<file path="src/rtl/keypad_scanner.sv">
// keypad_scanner: scans a 4x4 active-low matrix keypad, debounces press and release, and emits one code per press.
// Optional auto-repeat while a key stays held is enabled by defining KEYPAD_REPEAT_EN.
module keypad_scanner #(
  parameter int SCAN_DIV     = 16,
  parameter int DEBOUNCE_CNT = 50000,
  parameter int REPEAT_DLY   = 5000000,
  parameter int REPEAT_RATE  = 1000000
) (
  input  logic       clock,
  input  logic       reset,
  input  logic [3:0] row_in,
  output logic [3:0] col_out,
  output logic [3:0] key,
  output logic       key_valid,
  output logic       key_held
);

  localparam int DIV_W = (SCAN_DIV > 1) ? $clog2(SCAN_DIV) : 1;
  localparam int CNT_W = $clog2(DEBOUNCE_CNT + 1);
  localparam logic [DIV_W-1:0] DIV_LAST = DIV_W'(SCAN_DIV - 1);
  localparam logic [CNT_W-1:0] CNT_LAST = CNT_W'(DEBOUNCE_CNT - 1);

  if (SCAN_DIV < 4 || DEBOUNCE_CNT < 2 || REPEAT_DLY < 1 || REPEAT_RATE < 1) begin : g_bad_params
    $error("keypad_scanner: SCAN_DIV must be >= 4, DEBOUNCE_CNT >= 2, repeat timings >= 1");
  end

  typedef enum logic [2:0] {
    S_SCAN,
    S_DEBOUNCE,
    S_PRESS,
    S_HELD,
    S_RELEASE
  } state_t;

  state_t           r_state;
  logic [3:0]       r_row_meta;
  logic [3:0]       r_row_sync;
  logic [1:0]       r_col;
  logic [3:0]       r_col_out;
  logic [DIV_W-1:0] r_div;
  logic [CNT_W-1:0] r_cnt;
  logic [1:0]       r_row;
  logic [3:0]       r_pattern;
  logic [3:0]       r_key;
  logic             r_key_valid;
  logic             r_key_held;

  logic [3:0]       w_pressed;
  logic [1:0]       w_low_row;
  logic             w_row_high;

  function automatic logic [3:0] key_map(input logic [1:0] row, input logic [1:0] col);
    logic [3:0] code;
    case ({row, col})
      4'h0: code = 4'h1;  4'h1: code = 4'h2;  4'h2: code = 4'h3;  4'h3: code = 4'hA;
      4'h4: code = 4'h4;  4'h5: code = 4'h5;  4'h6: code = 4'h6;  4'h7: code = 4'hB;
      4'h8: code = 4'h7;  4'h9: code = 4'h8;  4'hA: code = 4'h9;  4'hB: code = 4'hC;
      4'hC: code = 4'hE;  4'hD: code = 4'h0;  4'hE: code = 4'hF;  default: code = 4'hD;
    endcase
    return code;
  endfunction

  // Rows are asynchronous to clock; everything downstream sees only r_row_sync.
  always_ff @(posedge clock or negedge reset) begin
    if (!reset) begin
      r_row_meta <= 4'hF;
      r_row_sync <= 4'hF;
    end else begin
      r_row_meta <= row_in;
      r_row_sync <= r_row_meta;
    end
  end

  assign w_pressed  = ~r_row_sync;
  assign w_row_high = r_row_sync[r_row];

  // NOTE: the default assignment before the loop keeps this purely combinational (no latch).
  always_comb begin
    w_low_row = 2'd0;
    for (int i = 3; i >= 0; i--) begin
      if (w_pressed[i]) w_low_row = 2'(i);
    end
  end

`ifdef KEYPAD_REPEAT_EN
  localparam int HOLD_MAX = (REPEAT_DLY > REPEAT_RATE) ? REPEAT_DLY : REPEAT_RATE;
  localparam int HOLD_W   = $clog2(HOLD_MAX + 1);

  logic [HOLD_W-1:0] r_hold_cnt;
  logic              r_repeating;
  logic [HOLD_W-1:0] w_hold_target;

  assign w_hold_target = r_repeating ? HOLD_W'(REPEAT_RATE) : HOLD_W'(REPEAT_DLY);

  // Restarts at 1 after every repeat, so it never exceeds its target.
  always_ff @(posedge clock or negedge reset) begin
    if (!reset) begin
      r_hold_cnt  <= '0;
      r_repeating <= 1'b0;
    end else if (r_state == S_PRESS) begin
      r_hold_cnt  <= HOLD_W'(1);
      r_repeating <= 1'b0;
    end else if (r_state == S_HELD && !w_row_high) begin
      if (r_hold_cnt == w_hold_target) begin
        r_hold_cnt  <= HOLD_W'(1);
        r_repeating <= 1'b1;
      end else begin
        r_hold_cnt <= r_hold_cnt + 1'b1;
      end
    end else begin
      r_hold_cnt  <= '0;
      r_repeating <= 1'b0;
    end
  end
`endif

  always_ff @(posedge clock or negedge reset) begin
    if (!reset) begin
      r_state     <= S_SCAN;
      r_col       <= 2'd0;
      r_col_out   <= 4'b1110;
      r_div       <= '0;
      r_cnt       <= '0;
      r_row       <= 2'd0;
      r_pattern   <= 4'hF;
      r_key       <= 4'h0;
      r_key_valid <= 1'b0;
      r_key_held  <= 1'b0;
    end else begin
      // NOTE: non-blocking default; a later assignment in the same cycle overrides it, giving a one-cycle pulse.
      r_key_valid <= 1'b0;
      unique case (r_state)
        S_SCAN: begin
          if (r_div == DIV_LAST) begin
            r_div <= '0;
            if (|w_pressed) begin
              r_pattern <= r_row_sync;
              r_row     <= w_low_row;
              r_cnt     <= '0;
              r_state   <= S_DEBOUNCE;
            end else begin
              r_col     <= r_col + 2'd1;
              r_col_out <= {r_col_out[2:0], r_col_out[3]};
            end
          end else begin
            r_div <= r_div + 1'b1;
          end
        end
        S_DEBOUNCE: begin
          if (r_row_sync == r_pattern) begin
            if (r_cnt == CNT_LAST) begin
              r_cnt   <= '0;
              r_state <= S_PRESS;
            end else begin
              r_cnt <= r_cnt + 1'b1;
            end
          end else begin
            r_cnt     <= '0;
            r_col     <= r_col + 2'd1;
            r_col_out <= {r_col_out[2:0], r_col_out[3]};
            r_state   <= S_SCAN;
          end
        end
        S_PRESS: begin
          r_key       <= key_map(r_row, r_col);
          r_key_valid <= 1'b1;
          r_key_held  <= 1'b1;
          r_state     <= S_HELD;
        end
        S_HELD: begin
          // The cycle that first sees the row high counts as the first release sample.
          if (w_row_high) begin
            r_cnt   <= CNT_W'(1);
            r_state <= S_RELEASE;
          end
`ifdef KEYPAD_REPEAT_EN
          else if (r_hold_cnt == w_hold_target) begin
            r_key_valid <= 1'b1;
          end
`endif
        end
        S_RELEASE: begin
          if (w_row_high) begin
            if (r_cnt == CNT_LAST) begin
              r_cnt      <= '0;
              r_key_held <= 1'b0;
              r_col      <= r_col + 2'd1;
              r_col_out  <= {r_col_out[2:0], r_col_out[3]};
              r_state    <= S_SCAN;
            end else begin
              r_cnt <= r_cnt + 1'b1;
            end
          end else begin
            r_cnt <= '0;
          end
        end
        default: r_state <= S_SCAN;
      endcase
    end
  end

  assign col_out   = r_col_out;
  assign key       = r_key;
  assign key_valid = r_key_valid;
  assign key_held  = r_key_held;

endmodule

</file>
<file path="config.mk">
export PLATFORM = sky130hd
export DESIGN_NAME = keypad_scanner
export DESIGN_NICKNAME = d
export VERILOG_FILES = /design/src/rtl/keypad_scanner.sv
export SDC_FILE = /design/constraint.sdc
export NUM_CORES = 1
export LEC_CHECK = 0
export BUFFER_PORTS_ARGS = -buffer_cell sky130_fd_sc_hd__buf_2
export CAP_MARGIN = 20
export CORE_UTILIZATION = 50
export CTS_CLUSTER_DIAMETER = 120
export DETAILED_ROUTE_END_ITERATION = 8
export HOLD_SLACK_MARGIN = 0.06
export PLACE_DENSITY = 0.68
export SLEW_MARGIN = 20
export SYNTH_ARGS = -nofsm -noshare
export SYNTH_HDL_FRONTEND = slang
export SYNTH_SLANG_ARGS = --single-unit
</file>
<file path="constraint.sdc">
create_clock -name clock -period 2.8 [get_ports clock]
set_input_delay 0.14 -clock clock [delete_from_list [all_inputs] [get_ports clock]]
set_output_delay 0.14 -clock clock [all_outputs]
set_load 0.005 [all_outputs]
</file>
# Word-level counts from Yosys, hierarchy flattened
# Memories as Yosys holds them, arrays and structs flattened. A register that Yosys moved wholly into a read port is not among the register bits.
# Index checks and enable logic that the tools add are counted.
[word_totals]
in_bits = 6
mem_bits_ro = 64
word_cells = 81
out_inout_bits = 10
latch_bits = 0
ramBits = 0
regBits = 45
n_memories = 1
[memory_table]
columns = ["name", "depth", "width", "read_ports", "rd_clocked_by_memory_dff", "wr", "line", "source"]
rows = [
  ["(no name shown)", 16, 4, 1, 1, 0, "54", "case ({row, col})"],
]
[classes]
n_bitwise = 1
n_mul = 0
addsub = 3
div = 0
shift = 0
n_reduce_logical = 11
eq_ne = 15
mux = 38
magnitude_cmp = 1
[op_table]
columns = ["cell", "n"]
rows = [
  ["2-to-1 mux 16 bit", 6],
  ["case mux 16 bit (4 select lines)", 1],
  ["2-to-1 mux 4 bit", 6],
  ["2-to-1 mux 3 bit", 7],
  ["2-to-1 mux 2 bit", 9],
  ["adder 16 x 1 -> 16 bit, second input constant", 1],
  ["equality test 16 bit, second input constant", 1],
  ["case mux 3 bit (5 select lines)", 1],
  ["inequality test 2 bit, second input constant", 7],
  ["case mux 4 bit (3 select lines)", 1],
  ["AND reduction 6 bit", 2],
  ["equality test 3 x 2 -> 1 bit, second input constant", 2],
  ["case mux 2 bit (3 select lines)", 1],
  ["AND reduction 3 bit", 2],
  ["adder 4 x 1 -> 4 bit, second input constant", 1],
  ["equality test 4 bit", 1],
  ["equality test 4 bit, second input constant", 1],
  ["2-to-1 mux 1 bit", 4],
  ["NOT 4 bit", 1],
  ["AND reduction 4 bit", 1],
  ["nonzero test 4 bit", 1],
  ["OR reduction 4 bit", 1],
  ["equality test 3 x 1 -> 1 bit, second input constant", 1],
  ["equality test 3 bit, second input constant", 1],
  ["9 further kinds", 9],
]

# Logic depth before layout (Yosys ltp)
[depth]
depth_word = 5
ltp_mapped = 7
ltp_nobuf = 6

# Worst setup path before layout
# OpenSTA, ideal clock, no wires.
[synth_timing]
path_type = "register -> register"
start = "register r_cnt[10]"
end = "register r_col_out[0], in the netlist col_out[0]"
synth_period_minus_slack_ns = 2.239
path_buffers = 0
required_time_ns = 2.675
stages_incl_launch_ff = 6
setup_time_ns = 0.125
slack_ns = 0.561
arrival_time_ns = 2.114
cell_sequence = "dfrtp_1 > or4_4 > nor4_4 > nand2_2 > a211oi_4 > mux2_2"
[synth_between]
elab_chain_len = 3
[synth_rtl]
columns = ["item", "line", "source"]
rows = [
  ["start, declared", "41", "logic [CNT_W-1:0] r_cnt;"],
  ["start signal, assigned", "155", "r_cnt <= r_cnt + 1'b1;"],
  ["start signal, assigned", "191", "r_cnt <= r_cnt + 1'b1;"],
  ["equality test 16 bit", "184", "if (r_cnt == CNT_LAST) begin"],
  ["inequality test 2 bit (no source line)", "-", ""],
  ["AND reduction 6 bit (no source line)", "-", ""],
  ["end signal, assigned", "143", "r_col_out <= {r_col_out[2:0], r_col_out[3]};"],
  ["end signal, assigned", "160", "r_col_out <= {r_col_out[2:0], r_col_out[3]};"],
  ["end signal, assigned", "188", "r_col_out <= {r_col_out[2:0], r_col_out[3]};"],
  ["end, declared", "39", "logic [3:0] r_col_out;"],
]
# No other way between the ends.
# A chain may end at the register's enable or synchronous reset.

# Worst setup path after layout
[layout_timing]
start = "register r_row[0]"
end = "register r_cnt[3]"
[layout_between]
elab_chain_len = 4
elab_cells_between_ends = 6
cone_classes = "1 x eq/ne; 4 x mux; 1 x reduce/logical"
[layout_rtl]
columns = ["item", "line", "source"]
rows = [
  ["start, declared", "42", "logic [1:0] r_row;"],
  ["start signal, assigned", "138", "r_row <= w_low_row;"],
  ["binary-select mux 1 bit (select 2 bit) (*)", "75", "assign w_row_high = r_row_sync[r_row];"],
  ["2-to-1 mux 1 bit (implied by the code) (*)", "75", ""],
  ["2-to-1 mux 16 bit / inequality test 2 bit (equally long branches)", "-", ""],
  ["case mux 16 bit (4 select lines) / AND reduction 4 bit (equally long branches)", "-", ""],
]
# Every way passes the cells marked *; elsewhere a longest branch is shown, timed or not. The select of a mux whose other input is x is not followed.

==> results.md <==
- Status: finished, final reports clean
- Global-route wire length before repair: approximately 7800 um
- Max H-tree Level: 2
- Number of fillers in the final layout: around 440
- CTS Buf Count: 5
- Largest net degree at the start of global routing: 32
- Ys flop type: dfrtp_1
- Die Span Y: about 73 um
- Most frequent cells in the layout: dfrtp_1, nand2_1, nand3_1, dfstp_2, buf_2
- Storage cell area: approximately 1200 um2
- Register area share after synthesis: between 40% and 50%
- Worst VDD drop: between 0.0004 and 0.0005 V
- Int Power: roughly 0.0012 W
- Number of enable flip-flop cells after synthesis: 0
- Syn Area/Cell: 10.6 um2
- Fin area: 2800 um2
- Vias per cell: 5.71
- Synth Instances: 240
- Routed len/inst: around 14 um
- DP Wirelength: 3260 um
- Final setup margin: just over 0.3 ns
- GRT overflow: 0
- GP Congestion: approximately 0.82
- Multi-input gate area: about 1200 um2
- Clock Latency Late Sink: 0.30 ns
- Clk buf depth: 2
- Final Setup Violations: 0
- I/O Pins: 16
- Vias in the first global route: between 1500 and 2000
- Clock skew: 0.00550 ns
- GR Util All Layers: between 10% and 20%
- CTS tree: yes
- Setup bufs post-CTS: 0
- Final period util: between 80 and 90%
- Hold buffers post-CTS: 5
- CP Launch Type: flip-flop
- Hold slack: 0.359 ns
- FFs w/ async S/R, synth: 100%
- Syn_nets: around 250
- Initial antenna violation count: 0
- Layout Nets: about 270
- Initial Utilization: 52.9%
- Most common cell after layout, fill and taps aside: dfrtp_1
- # rows: 25
- DP Worst Slack: around 0.35 ns
- Share of layout cells above drive strength 1: between 20% and 30%
- Share of power burned in registers: a little over half
- DR pass1 iterations: 4
- CP Capture Type: flip-flop
- Worst slew margin: a little over half
- Placed insts: 315
- Final hold vios: 0
- Layout area overhead: 10.1%
- Synth Cell Area: roughly 2500 um2
- Net Sw Frac: 31.8%
- Diodes inserted: 0
- Worst-path fanout max: 13
- CP Data Required Time: 2.97 ns
- Leak: between 1 and 1.5 nW
- Pwr Density: 645 nW/um2
- RSZ-0062 raised after global routing: false
- Fmax: roughly 400 MHz
- Max_cap viols: 0
- Combinational power share: between 20% and 30%
- Flop and latch count out of synthesis: around 50
- Core area: 4820 um2
- Least-Margin Pin Slew: 0.705 ns
- Synth cell types: 55
- Area after DPL: about 2700 um2
- Die W: approximately 73 um
- DRT antenna net count: 0
- WS Path Type: flip-flop to flip-flop
- # DRC: 0
- Class of the worst hold path: flip-flop to flip-flop
- CTS Sinks: between 40 and 50
- Sw Pwr: 0.000574 W
- Final std cells w/o fill: between 300 and 400
- Critical path arrival: 2.67 ns
- Power share of the clock group: 23.3%
- DR vias: ~1900
- Total Wirelength: 4580 um
- Max Slew Vio Count: 0
- Resized Gates After CTS: 0
- Final min period: around 2.5 ns
- DR iter-0 viols: between 100 and 150
- DIE AREA: about 5400 um2
- Total negative setup slack: 0 ns
- # port buffers: 15
- Yosys warnings: 0
- Clock-pin slew on the worst setup and hold paths: roughly 0.090 ns
- Root buffer selected by CTS: clkbuf_8
-- kinds of logic (layout without fill, tap and decap cells) --
group	count (synthesis)	in the layout	synth area share, %
flops	49	49	48.9
fa+ha+maj	6	6	2.95
mux	11	11	5.65
buf+inv	22	43	4.42
compound gates	61	61	16.9
simple gates	85	85	19.1
xor+xnor	6	6	2.06
-- power by group through the flow --
| stage | combinational, W | sequential, W | clock [W] |
|---|---|---|---|
| after global routing | 0.000514 | 0.000964 | 0.000463 |
| final | 0.000444 | 0.000943 | 0.000421 |
| after CTS | 0.000451 | 0.000944 | 0.000439 |
| after floorplan | 0.000388 | 0.000905 | 0 |
| after global placement | 0.000433 | 0.000952 | 0 |
| after detailed placement | 0.000444 | 0.000957 | 0 |
-- final timing paths --
kind	startpoint	to	slack (ns)	cells past startpoint
setup / recovery	r_row[0]	r_cnt[3]	0.31	4
hold / removal	r_row_meta[3]	r_row_sync[3]	0.36	0
setup reg to reg	r_row[0]	r_cnt[3]	0.31	4
hold reg to reg	r_row_meta[3]	r_row_sync[3]	0.36	0
max in group asynchronous	reset	r_row_sync[0]	1.62	3
min in group asynchronous	reset	key[1]	0.41	2
-- cell type report --
class | instances | share of cell area (%)
clock buffers | 5 | 2.46
clock inverters | 3 | 0.714
inverters | 11 | 1.47
multi-input cells | 169 | 42.4
flip-flops and latches | 49 | 44.4
well taps | 67 | 2.99
repair buffers | 24 | 5.54
-- flip-flops by register name, indices dropped and copies added, names as in the netlist, 2 cells and up --
signal / flops
key: 4
r_row_sync: 4
r_cnt: 16
r_div: 4
r_col: 2
r_pattern: 4
r_state: 3
r_row_meta: 4
col_out: 4
r_row: 2
-- Yosys cell counts, types with 3 or more instances --
| cell | n | area share (%) |
|---|---|---|
| o311ai_0 | 5 | 1.7 |
| a21oi_1 | 7 | 1.4 |
| clkbuf_1 | 4 | 0.59 |
| o31ai_1 | 7 | 2.1 |
| nand2_1 | 27 | 4.0 |
| buf_6 | 3 | 1.3 |
| a22oi_1 | 5 | 1.5 |
| o21ai_0 | 14 | 2.8 |
| ha_1 | 6 | 2.9 |
| inv_1 | 11 | 1.6 |
| mux2_2 | 6 | 2.7 |
| nand4_1 | 11 | 2.7 |
| xnor2_1 | 6 | 2.1 |
| nand3_1 | 15 | 2.9 |
| nor2_1 | 5 | 0.74 |
| buf_2 | 3 | 0.59 |
| a21boi_0 | 3 | 0.88 |
| a31oi_1 | 4 | 0.98 |
| o22a_1 | 3 | 1.0 |
| dfstp_2 | 15 | 15 |
| and3_1 | 5 | 1.2 |
| dfrtp_1 | 34 | 33 |
-- worst max-delay path, cell delays in order (launching register included) --
cell and delay (ns):
dfrtp_1 0.51, mux4_2 0.45, a21o_1 0.30, nand4_1 0.54
o311ai_0 0.55
-- metrics by stage --
step | utilization, % | power [W]
floorplan | - | 0.00129
CTS | 58.2 | 0.00183
finish | 58.2 | 0.00181
detailed placement | 55.3 | 0.00140
global route | 58.2 | 0.00194
global placement | 55.3 | 0.00139
-- layer usage --
| metal | vias to the layer above | track usage (%) | wire length (um) |
|---|---|---|---|
| met3 | 4 | 4.53 | 114 |
| met4 | 0 | 4.49 | 38 |
| met5 | - | 0 | 0 |
| li1 | 939 | - | - |
| met1 | 909 | 27.2 | 2430 |
| met2 | 21 | 28.9 | 1990 |
Power figures use the tool's default switching activity.
